<file path="src/rtl/serial_subtractor_ctrl_if.sv">
// Host-side handshake and operand bus for serial_subtractor_ctrl.
// Optional macro: SUB_BORROW_IN_EN adds the Bin initial-borrow signal.
interface serial_subtractor_ctrl_if #(
    parameter int unsigned WIDTH = 8
);
    logic             start;
    logic [WIDTH-1:0] A;
    logic [WIDTH-1:0] B;
`ifdef SUB_BORROW_IN_EN
    logic             Bin;
`endif
    logic             busy;
    logic             done;
    logic [WIDTH-1:0] Diff;
    logic             Bout;

`ifdef SUB_BORROW_IN_EN
    modport master (output start, A, B, Bin, input busy, done, Diff, Bout);
    modport slave  (input start, A, B, Bin, output busy, done, Diff, Bout);
`else
    modport master (output start, A, B, input busy, done, Diff, Bout);
    modport slave  (input start, A, B, output busy, done, Diff, Bout);
`endif
endinterface

</file>
<file path="src/rtl/serial_subtractor_ctrl.sv">
// Bit-serial subtraction controller: one shared full-subtractor cell plus a
// borrow flop, stepped LSB first across WIDTH-bit operands.
// Optional macro: SUB_BORROW_IN_EN captures bus.Bin as the initial borrow;
// without it the initial borrow is constant 0.
module serial_subtractor_ctrl #(
    parameter int unsigned WIDTH = 8
) (
    input logic                     clk,
    input logic                     rst,
    serial_subtractor_ctrl_if.slave bus
);
    localparam int unsigned   CW      = (WIDTH > 1) ? $clog2(WIDTH) : 1;
    localparam logic [CW-1:0] LastCnt = CW'(WIDTH - 1);

    typedef enum logic [1:0] {StIdle, StShift, StDone} state_e;

    state_e           state_q;
    logic [WIDTH-1:0] a_q;
    logic [WIDTH-1:0] b_q;
    logic [WIDTH-1:0] res_q;
    logic [WIDTH-1:0] res_d;
    logic [WIDTH-1:0] diff_q;
    logic [CW-1:0]    cnt_q;
    logic             borrow_q;
    logic             bout_q;
    logic             busy_q;
    logic             done_q;
    logic             cell_diff;
    logic             cell_bout;
    logic             bin_init;

`ifdef SUB_BORROW_IN_EN
    assign bin_init = bus.Bin;
`else
    assign bin_init = 1'b0;
`endif

    // Shared full-subtractor cell and the result register's next value.
    always_comb begin
        cell_diff        = a_q[0] ^ b_q[0] ^ borrow_q;
        cell_bout        = (~a_q[0] & b_q[0]) | (~(a_q[0] ^ b_q[0]) & borrow_q);
        res_d            = res_q >> 1;
        res_d[WIDTH-1]   = cell_diff;
    end

    // Sequencing FSM with registered busy/done and result outputs.
    always_ff @(posedge clk or posedge rst) begin
        if (rst) begin
            state_q  <= StIdle;
            a_q      <= '0;
            b_q      <= '0;
            res_q    <= '0;
            diff_q   <= '0;
            cnt_q    <= '0;
            borrow_q <= 1'b0;
            bout_q   <= 1'b0;
            busy_q   <= 1'b0;
            done_q   <= 1'b0;
        end else begin
            unique case (state_q)
                StIdle: begin
                    if (bus.start) begin
                        a_q      <= bus.A;
                        b_q      <= bus.B;
                        borrow_q <= bin_init;
                        cnt_q    <= '0;
                        busy_q   <= 1'b1;
                        state_q  <= StShift;
                    end
                end
                StShift: begin
                    res_q    <= res_d;
                    a_q      <= a_q >> 1;
                    b_q      <= b_q >> 1;
                    borrow_q <= cell_bout;
                    cnt_q    <= cnt_q + CW'(1);
                    if (cnt_q == LastCnt) begin
                        // Publish the completed result; it holds until the next completion.
                        diff_q  <= res_d;
                        bout_q  <= cell_bout;
                        busy_q  <= 1'b0;
                        done_q  <= 1'b1;
                        state_q <= StDone;
                    end
                end
                StDone: begin
                    done_q  <= 1'b0;
                    state_q <= StIdle;
                end
                default: begin
                    busy_q  <= 1'b0;
                    done_q  <= 1'b0;
                    state_q <= StIdle;
                end
            endcase
        end
    end

    assign bus.busy = busy_q;
    assign bus.done = done_q;
    assign bus.Diff = diff_q;
    assign bus.Bout = bout_q;
endmodule

</file>
<file path="src/flat_wrapper.sv">
// flat-port wrapper written by rule: the top's interface ports become plain ports
module serial_subtractor_ctrl_flat 
#(
    parameter int unsigned WIDTH = 8
)
  (clk, rst, bus_start, bus_A, bus_B, bus_busy, bus_done, bus_Diff, bus_Bout);
  serial_subtractor_ctrl_if #(.WIDTH(WIDTH)) bus_i ();
  input logic clk;
  input logic rst;
  input wire logic [$bits(bus_i.start)-1:0] bus_start;
  input wire logic [$bits(bus_i.A)-1:0] bus_A;
  input wire logic [$bits(bus_i.B)-1:0] bus_B;
  output wire logic [$bits(bus_i.busy)-1:0] bus_busy;
  output wire logic [$bits(bus_i.done)-1:0] bus_done;
  output wire logic [$bits(bus_i.Diff)-1:0] bus_Diff;
  output wire logic [$bits(bus_i.Bout)-1:0] bus_Bout;
  assign bus_i.start = bus_start;
  assign bus_i.A = bus_A;
  assign bus_i.B = bus_B;
  assign bus_busy = bus_i.busy;
  assign bus_done = bus_i.done;
  assign bus_Diff = bus_i.Diff;
  assign bus_Bout = bus_i.Bout;
  serial_subtractor_ctrl #(.WIDTH(WIDTH)) u_core (.clk(clk), .rst(rst), .bus(bus_i));
endmodule
</file>
<file path="config.mk">
export PLATFORM = sky130hd
export DESIGN_NAME = serial_subtractor_ctrl_flat
export DESIGN_NICKNAME = d
export VERILOG_FILES = /design/src/rtl/serial_subtractor_ctrl_if.sv /design/src/rtl/serial_subtractor_ctrl.sv /design/src/flat_wrapper.sv
export SDC_FILE = /design/constraint.sdc
export NUM_CORES = 1
export LEC_CHECK = 0
export CORE_MARGIN = 2
export CORE_UTILIZATION = 35
export CTS_BUF_LIST = sky130_fd_sc_hd__clkbuf_8
export DETAILED_ROUTE_END_ITERATION = 10
export SKIP_CTS_REPAIR_TIMING = 1
export SLEW_MARGIN = 30
export SYNTH_ARGS = -nofsm -noshare
export SYNTH_HDL_FRONTEND = slang
export SYNTH_SLANG_ARGS = --single-unit
</file>
<file path="constraint.sdc">
create_clock -name clk -period 1.73 [get_ports clk]
set_input_delay 0.2595 -clock clk [delete_from_list [all_inputs] [get_ports clk]]
set_output_delay 0.2595 -clock clk [all_outputs]
set_load 0.02 [all_outputs]
</file>
==> metrics <==
outcome finished clean; max-cap violation count 0; Final period util 0.898; synthesized area per cell 12.3 sq um; max_slew headroom 0.664; Worst-Margin Slew 505 ps; Area Growth Syn to Fin 23.9%; Hold Path Class in2async; list of most frequent post-synthesis cells 40 x dfrtp_1, 20 x nor2_1, 12 x a21oi_1; setup TNS 0 ps; Die Y 75.1 microns; worst stage delay on the critical path 620 ps; Routed WL per cell 13.4 microns; DR iter-0 viols 16; largest net degree at the start of global routing roughly 40; synthesized instance count 144; GR Util All Layers 0.132; starting density of the core 0.370; CP startpoint kind flop; Levels on crit path 1; synthesized net count 166; IO Pins 30; CP arrival 1290 ps; count of unique library cells instantiated by Yosys 29; routed wire length 3.25 mm; Congestion Overflow GR 0; clock latency on the worst-skew pair 280 ps; area taken by multi-input logic gates approximately 670 sq um; PD cells 1830 nW/um^2; WP buf/inv 1; Fmax achieved 643 MHz; H-tree depth 2; final setup fails 0; flops & latches, synth 40; reg2reg setup slack 190 ps; Routed Antenna Nets 0; clk sink count 40; CTS tree built; Initial DRT Pass Iterations 4; Area contributors post-synth dfrtp_1 57%, mux2_4 5.9%, mux2_2 5.1%, nor2_1 4.2%, o22ai_1 3.9%; fin crit period around 1600 ps; placed cells 234; Max Slew Vio Count 0; Clock transition at path regs 80 ps; via count ~1,200; initial antenna violation count 0; mapped cell area 1770 sq um; RR Startpoint u_core.cnt_q[0]; GPL Wtd Cong roughly 0.76; register area share after synthesis 0.565; ratio of cells with drive above 1 in the final layout 0.166; final non-filler cell total 242; CTS max path bufs 2; Critical R2R Capture u_core.bus.Diff[7]; Buffers on Ports 29; # DRC 0; Inserted Clock Buffers 5; Max IR drop VDD 0.000649 V; dpl hpwl 2.25 mm; top-area cell type share of the netlist area 0.565; WS Path Type reg2out; core area 4790 sq um; # rows 25; crit path to bus_busy; diodes inserted 0; crit end category primary output; fillers between 400 and 500; FFs w/ async S/R, synth 1.00; slowest CP cell clkdlybuf4s50_1; vias per std cell 4.89; RSZ-0062 raised after global routing no; CP Cell Sequence clkdlybuf4s50_1; Die X-Extent about 75 microns; Top delay family on crit path buffers and inverters; CTS root buf clkbuf_8; Setup crit start u_core.bus.busy; vias in the first global route 1,198; final setup skew 3.08 ps; synth warn 0; Hold Vio Cnt, Final 0; Die ar. 5640 sq um; global-route wire length before repair ~5.6 mm; count of flip-flops with a built-in enable after synthesis 0; Reg2Reg Depth 4; nets 196; Leakage about 0.97 nW; Register Area 1000 sq um; required time worst endpoint approximately 1500 ps; top_reg_cell synth dfrtp_1; count leader, synth dfrtp_1; Max FO, Critical Path 3; post-synth top area cell dfrtp_1
[power by group]
part	internal (mW)	switching, mW
registers	1.39	0.286
clock network	0.422	0.316
logic	0.875	0.729
[cell type report]
class	instances	share of cell area
flip-flops and latches	40	0.456
clock buffers	5	0.0314
inverters	6	0.0103
clock inverters	3	0.0177
multi-input cells	89	0.303
repair buffers	32	0.143
well taps	67	0.0382
[routing by layer]
metal | global-route usage | wire [microns] | vias to the layer above
met4 | 0.0417 | 12 | 0
li1 | - | - | 570
met2 | 0.211 | 1540 | 33
met1 | 0.175 | 1530 | 579
met5 | 0 | 0 | -
met3 | 0.0375 | 160 | 2
[worst min-delay path, cell delays in order]
cell and delay [ps]:
clkdlybuf4s50_1 400, inv_1 50, buf_4 420
[cell families (layout without fill, tap and decap cells)]
| family | Yosys count | after routing | share of synthesized area |
|---|---|---|---|
| mux | 15 | 15 | 0.110 |
| flops | 40 | 40 | 0.565 |
| simple gates | 34 | 34 | 0.106 |
| fa+ha+maj | 3 | 3 | 0.0254 |
| buf+inv | 15 | 46 | 0.0587 |
| compound gates | 37 | 37 | 0.134 |
[registers in the layout (all words and copies together), names as in the netlist]
name	cells
u_core.state_q	2
u_core.borrow_q	1
u_core.a_q	8
u_core.bus.Bout	1
u_core.b_q	8
u_core.bus.Diff	8
u_core.res_q	7
u_core.bus.done	1
u_core.bus.busy	1
u_core.cnt_q	3
[stage by stage]
stage | instance area (sq um) | total power [mW] | worst slack, ps | hold slack, ps | utilization
after floorplan | 1770 | 2.85 | 288 | 396 | -
after global placement | 2090 | 3.24 | 206 | 478 | 0.436
after detailed placement | 2090 | 3.32 | 180 | 483 | 0.436
after CTS | 2190 | 4.06 | 163 | 416 | 0.458
after global routing | 2190 | 4.32 | 117 | 452 | 0.458
final | 2190 | 4.01 | 176 | 399 | 0.458
[placed cells by master (no fill, tap or decap), drive strengths merged, types with 4 or more instances in the layout]
cell and instances:
dfrtp 40, clkdlybuf4s50 29, nor2 20, mux2 15, a21oi 12, o22ai 11, inv 6, clkbuf 5
nor4b 4, o21ai 4, nand2b 4
[how the worst min path moves through the flow]
stage	from	depth (start not counted)	slack [ps]	end
after floorplan	bus_A[7]	2	400	u_core.a_q[7]
after global routing	rst	3	450	u_core.res_q[2]
after CTS	rst	3	420	u_core.bus.Diff[3]
after global placement	u_core.bus.Bout	2	480	u_core.bus.Bout
final	rst	3	400	u_core.res_q[1]
after detailed placement	u_core.bus.Bout	2	480	u_core.bus.Bout
Power figures use the tool's default switching activity.
